[src/rtl/demux_sel_sequencer.sv]
`timescale 1ns/1ps
// demux_sel_sequencer
// Serialises one byte per frame, one bit per clock, driving din plus a
// lane index (sel) for a downstream 1-to-8 demux. GAP_CYCLES idle cycles
// (0..15) may follow each frame.
// Optional build macro: DEMUX_SEQ_MSB_FIRST_EN selects descending bit order
// (7..0) instead of the default ascending order (0..7).
module demux_sel_sequencer #(
    parameter int GAP_CYCLES = 0
) (
    input  logic       clk,
    input  logic       rst,
    input  logic [7:0] in_data,
    input  logic       in_valid,
    output logic       in_ready,
    input  logic       abort,
    output logic       din,
    output logic [2:0] sel,
    output logic       bit_valid,
    output logic       frame_done,
    output logic       busy
);

`ifdef DEMUX_SEQ_MSB_FIRST_EN
    localparam logic [2:0] FIRST_IDX = 3'd7;
    localparam logic [2:0] LAST_IDX  = 3'd0;
    localparam logic [2:0] IDX_STEP  = 3'd7;  // -1 modulo 8
`else
    localparam logic [2:0] FIRST_IDX = 3'd0;
    localparam logic [2:0] LAST_IDX  = 3'd7;
    localparam logic [2:0] IDX_STEP  = 3'd1;
`endif

    localparam bit         HAS_GAP  = (GAP_CYCLES > 0);
    localparam logic [3:0] GAP_LAST = HAS_GAP ? 4'(GAP_CYCLES - 1) : 4'd0;

    typedef enum logic [1:0] {
        ST_IDLE  = 2'd0,
        ST_SHIFT = 2'd1,
        ST_GAP   = 2'd2
    } state_t;

    state_t     r_state;
    logic [7:0] r_data;
    logic [2:0] r_idx;
    logic [3:0] r_gap_cnt;
    logic       r_din;
    logic       r_bit_valid;
    logic       r_frame_done;

    state_t     w_state_next;
    logic [7:0] w_data_next;
    logic [2:0] w_idx_next;
    logic [3:0] w_gap_cnt_next;
    logic       w_din_next;
    logic       w_bit_valid_next;
    logic       w_frame_done_next;

    logic       w_ready;
    logic       w_accept;
    logic       w_is_last;
    logic [2:0] w_idx_step;

    // r_idx always holds the index of the bit currently on din
    assign w_is_last  = (r_idx == LAST_IDX);
    assign w_idx_step = r_idx + IDX_STEP;

    // Ready in IDLE, and on the final bit when frames may run back-to-back;
    // a same-cycle abort withdraws that late ready so no byte is lost
    always_comb begin
        w_ready = 1'b0;
        case (r_state)
            ST_IDLE:  w_ready = 1'b1;
            ST_SHIFT: w_ready = !HAS_GAP && w_is_last && !abort;
            default:  w_ready = 1'b0;
        endcase
    end

    assign w_accept = in_valid && w_ready;

    // Next-state and next-output decode
    always_comb begin
        w_state_next      = r_state;
        w_data_next       = r_data;
        w_idx_next        = r_idx;
        w_gap_cnt_next    = r_gap_cnt;
        w_din_next        = r_din;
        w_bit_valid_next  = 1'b0;
        w_frame_done_next = 1'b0;
        case (r_state)
            ST_IDLE: begin
                if (w_accept) begin
                    w_state_next     = ST_SHIFT;
                    w_data_next      = in_data;
                    w_idx_next       = FIRST_IDX;
                    w_din_next       = in_data[FIRST_IDX];
                    w_bit_valid_next = 1'b1;
                end
            end
            ST_SHIFT: begin
                if (abort) begin
                    w_state_next = ST_IDLE;
                end else if (!w_is_last) begin
                    w_idx_next        = w_idx_step;
                    w_din_next        = r_data[w_idx_step];
                    w_bit_valid_next  = 1'b1;
                    w_frame_done_next = (w_idx_step == LAST_IDX);
                end else if (w_accept) begin
                    // back-to-back: next frame starts with no bubble
                    w_data_next      = in_data;
                    w_idx_next       = FIRST_IDX;
                    w_din_next       = in_data[FIRST_IDX];
                    w_bit_valid_next = 1'b1;
                end else if (HAS_GAP) begin
                    w_state_next   = ST_GAP;
                    w_gap_cnt_next = 4'd0;
                end else begin
                    w_state_next = ST_IDLE;
                end
            end
            ST_GAP: begin
                if (abort || (r_gap_cnt == GAP_LAST)) begin
                    w_state_next = ST_IDLE;
                end else begin
                    w_gap_cnt_next = r_gap_cnt + 4'd1;
                end
            end
            default: begin
                w_state_next = ST_IDLE;
            end
        endcase
    end

    // State and registered outputs, cleared immediately on rst
    always_ff @(posedge clk or posedge rst) begin
        if (rst) begin
            r_state      <= ST_IDLE;
            r_data       <= 8'd0;
            r_idx        <= 3'd0;
            r_gap_cnt    <= 4'd0;
            r_din        <= 1'b0;
            r_bit_valid  <= 1'b0;
            r_frame_done <= 1'b0;
        end else begin
            r_state      <= w_state_next;
            r_data       <= w_data_next;
            r_idx        <= w_idx_next;
            r_gap_cnt    <= w_gap_cnt_next;
            r_din        <= w_din_next;
            r_bit_valid  <= w_bit_valid_next;
            r_frame_done <= w_frame_done_next;
        end
    end

    assign in_ready   = w_ready && !rst;
    assign din        = r_din;
    assign sel        = r_idx;
    assign bit_valid  = r_bit_valid;
    assign frame_done = r_frame_done;
    assign busy       = (r_state != ST_IDLE);

endmodule

[config.mk]
export PLATFORM = sky130hd
export DESIGN_NAME = demux_sel_sequencer
export DESIGN_NICKNAME = d
export VERILOG_FILES = /design/src/rtl/demux_sel_sequencer.sv
export SDC_FILE = /design/constraint.sdc
export NUM_CORES = 1
export LEC_CHECK = 0
export CORE_MARGIN = 5
export CORE_UTILIZATION = 48
export DETAILED_ROUTE_END_ITERATION = 8
export PLACE_DENSITY = 0.8
export SLEW_MARGIN = 15
export SYNTH_ARGS = -nofsm -noshare
export SYNTH_HDL_FRONTEND = slang
export SYNTH_SLANG_ARGS = --single-unit
[constraint.sdc]
create_clock -name clk -period 3.2 [get_ports clk]
set_clock_uncertainty 0.1 [all_clocks]
set_input_delay 0.64 -clock clk [delete_from_list [all_inputs] [get_ports clk]]
set_output_delay 0.64 -clock clk [all_outputs]
set_load 0.01 [all_outputs]
* Word-level counts from Yosys, hierarchy flattened
Cells that the tools add are included. Widths: inputs -> output; s select.
Cells by class: add/subtract/negate cells 2, multipliers 0, divide/modulo/power cells 0, order comparisons 1, equal/unequal tests 10, shift-type cells 0, multiplexer cells 28, bitwise logic cells 1, reduce and logical (&&, ||, !) cells 14
Operators by type and width (count):
- $mux 8 | 3
- $pmux 8 s2 | 1
- $mux 1 | 10
- $mux 2 | 5
- $mux 3 | 3
- $ne 2x2->1 const B | 4
- $eq 3x3->1 const B | 2
- $ne 3x3->1 const B | 2
- $pmux 1 s2 | 3
- $pmux 2 s3 | 1
- $pmux 3 s2 | 1
- $add 4x1->4 const B | 1
- $logic_not 4->1 | 1
- $lt 3x4->1 const B | 1
- $reduce_and 2->1 | 2
- $reduce_and 4->1 | 1
- $reduce_bool 2->1 | 2
- $add 3x1->3 const B | 1
- $bmux 1 s3 | 1
- $logic_and 1x1->1 | 3
- $reduce_and 3->1 | 1
- $eq 2x1->1 const B | 1
- $eq 2x2->1 const B | 1
- $logic_not 1->1 | 2
- 3 further kinds | 3
Word-level totals: register bits 20, bits in latches 0, bits in writable memories 0, ROM bits 0, bits of input ports 12, output and inout bits 8, word-level logic and storage cells 63, memories kept 0

* Longest topological paths before layout
depth after elaboration 8, depth in mapped cells 6, gate-level depth less buffers 5

* Least setup slack after synthesis
OpenSTA, ideal clock, no wires.
kind register to output, start register r_idx[0], in the netlist sel[0], end output port in_ready, data arrival time 1.103 ns, required time 2.460 ns, path slack 1.357 ns, stages on the path, launching flop included 5, buffers on the path 0, cell sequence dfrtp_1 ha_1 ha_1 nand2b_4 a21oi_1
On the way: longest elaborated chain between the ends 4
Ends and longest elaborated chain:
- from (decl) | RTL line 45 | logic [2:0] r_idx;
- from (signal assigned) | RTL line 147 | r_idx <= w_idx_next;
- $eq 3x3->1 | RTL line 65 | assign w_is_last = (r_idx == LAST_IDX);
- $logic_and 1x1->1 | RTL line 74 | ST_SHIFT: w_ready = !HAS_GAP && w_is_last && !abort;
- $pmux 1 s2 | RTL line 72 | case (r_state)
- $logic_and 1x1->1 | RTL line 155 | assign in_ready = w_ready && !rst;
- to (decl) | RTL line 15 | output logic in_ready,
No other way between the ends.

* Worst setup path after layout
start input port abort, end output port in_ready
On the way: longest elaborated chain between the ends 4
Ends and longest elaborated chain:
- from (decl) | RTL line 16 | input logic abort,
- $logic_not 1->1 | RTL line 74
- $logic_and 1x1->1 | RTL line 74
- $pmux 1 s2 | RTL line 72
- $logic_and 1x1->1 | RTL line 155
No other way between the ends.

==> flow_summary.json <==
{
  "critical-path-top-delay-family": "buffers and inverters",
  "grt_max_degree": 16,
  "postRouteAntennaNets": 0,
  "numCtsBuffers": 3,
  "synth_top_area_share_pct": 52.5,
  "place_inst": 87,
  "yosysMostFrequentCell": "dfrtp_1",
  "io_pins": 20,
  "syn_area_per_cell_um2": 13.5,
  "worstPathBufferInverterCount": 2,
  "synth_edf_count": 0,
  "async_flop_share_pct": 100,
  "wl_per_cell_um": 13.1,
  "tritoncts": "done",
  "timing.critical_path.mode_cell": "clkdlybuf4s50_1",
  "drv_slew": 0,
  "layoutNonFillerInstCount": 91,
  "status": "finished clean",
  "hold_viol_final": 0,
  "drive_above_1_share_pct": 18.7,
  "grt.busiest_layer": "met2",
  "grt_util_met3_pct": 3.99,
  "via_per_inst": 5.16,
  "slowest_stage": "clkdlybuf4s50_1",
  "die_width_um": 48.6,
  "hold_path_depth": 1,
  "grt.total_usage_pct": 10.6,
  "netlist_top_cells_count": "dfrtp_1, mux2_2, mux2i_1, inv_1, ha_1",
  "yosysWarnings": 0,
  "min_period_over_period_pct": 84.6,
  "relSlewSlack_pct": 63.1,
  "num_rows": 14,
  "syn_inst": 53,
  "cts.hold.buffers_added": 0,
  "cpPeakStageDelay_ns": 0.54,
  "max_freq_mhz": 369,
  "area_delta_synth_final_pct": 31.5,
  "yosysTopAreaCell": "dfrtp_1",
  "grt_pass1_vias": 473,
  "start_util_pct": 49.1,
  "cts.sinks": 15,
  "synth_nets": 68,
  "vdd_drop_max_uv": 369,
  "first_pass_iters": 2,
  "power_w": 0.000602,
  "fin_nets": 91,
  "rr_endpoint": "r_data[0]",
  "rrSetupSlack_ns": 1.31,
  "route.detailed.drc": 0,
  "use_met2_pct": 17.6,
  "power_density_mw_per_mm2": 641,
  "crit_type": "in2out",
  "yosys_register_bits": 15,
  "cts_root_buf": "clkbuf_4",
  "antenna_found_initial": 0,
  "drtIter0Drc": 1,
  "finalWeightedCongestion": 0.696,
  "ys.flop_type": "dfrtp_1",
  "io_buffers": 19,
  "hold_path_end": "r_data[7]",
  "antenna_cells": 0,
  "worstHoldStart": "r_data[7]",
  "crit_path_start_kind": "input port",
  "synthTopCellsByArea": "dfrtp_1, mux2_2, mux2i_1, ha_1, mux4_2",
  "num_vias": 470,
  "grt_pass1_wl_mm": 1.99,
  "die_h_um": 48.6,
  "postCtsSetupBuffers": 0,
  "core-area_mm2": 0.00145,
  "tns_ns": 0,
  "path_cells": "clkdlybuf4s50_1 > nand2b_4 > a21oi_1 > clkdlybuf4s50_1",
  "arrival_ns": 1.97,
  "gr-usage-met1_pct": 12.1,
  "die_area_mm2": 0.00236,
  "ys_seq_area_share_pct": 52.5,
  "cts.repair.resized": 0,
  "cp-end-kind": "output pin",
  "maxCapViolCount": 0,
  "finalCriticalPeriod_ns": 2.71,
  "worstRegToRegCells": 5,
  "rsz0062_at_grt": "no",
  "path_clk_slew_ns": 0.08,
  "cp_max_fo": 5,
  "setup_viol": 0,
  "routed_wl_mm": 1.19,
  "synth_area_um2": 714,
  "dp_hpwl_um": 941,
  "ys_types": 18,
  "htreeDepth": 1,
  "hp-class": "reg2reg",
  "insertion_delay_ns": 0.28,
  "p_leak_nw": 0.425,
  "worstPathRequired_ns": 2.46,
  "nFillCells": 123,
  "grt-ovfl-total": 0,
  "r2r-start": "sel[0]",
  "tightest_slew_ns": 0.553,
  "clockBufferDepth": 2
}
## power by group
group | internal [W] | leakage [nW] | total (W) | switching [W]
sequential | 0.000239 | 0.182 | 0.000271 | 0.0000327
combinational | 0.000138 | 0.229 | 0.000224 | 0.0000861
clock | 0.0000484 | 0.0150 | 0.000107 | 0.0000583
## registers in the layout (all words and copies together), names as in the netlist
register    flops
r_state         1
sel             3
din             1
r_data          8
bit_valid       1
frame_done      1
## layout by cell type (no fill, tap or decap), drive strengths merged
cell	instances
and3	1
nand2b	1
dfrtp	15
nor2b	1
mux4	1
nand2	2
a21oi	1
mux2i	6
inv	5
ha	3
clkbuf	4
a21boi	2
clkdlybuf4s50	19
nor3b	1
o21ai	2
o22ai	1
a2bb2oi	2
mux2	8
## worst max path at each step
stage | start | cells after the start | endpoint
4_1_cts | abort | 4 | in_ready
6_report | abort | 4 | in_ready
3_3_place_gp | abort | 4 | in_ready
5_1_grt | abort | 4 | in_ready
2_1_floorplan | sel[0] | 4 | in_ready
3_5_place_dp | abort | 4 | in_ready
## routing by layer
metal	part of all wire, %	up-vias
met2	45	19
met1	44	217
met5	0	-
li1	-	232
met4	1.4	0
met3	9.5	2
## per-stage QoR
step	setup WS (ns)	utilization (%)	instance area [um^2]	hold slack, ns
after CTS	0.488	64.6	940	0.419
after global routing	0.457	64.6	940	0.438
final	0.492	64.6	940	0.413
after global placement	0.516	62.8	913	0.390
after floorplan	1.36	-	714	0.380
after detailed placement	0.492	62.8	913	0.399
## area by class of cell
type | count | area, um^2 | area share, %
Clock buffer | 4 | 26.3 | 2.80
Multi-Input combinational cell | 32 | 309 | 32.9
Tap cell | 16 | 20.0 | 2.13
Timing Repair Buffer | 19 | 190 | 20.2
Sequential cell | 15 | 375 | 39.9
Inverter | 5 | 18.8 | 2.00
## kinds of logic (layout without fill, tap and decap cells)
family	Yosys count	in the layout	synth area share (%)
and+or+nand+nor	6	6	5.78
DFF	15	15	52.5
AOI/OAI and AO/OA	8	8	8.06
adders and majority gates	3	3	5.25
buffers and inverters	6	28	4.20
muxes	15	15	24.2
Power figures use the tool's default switching activity.
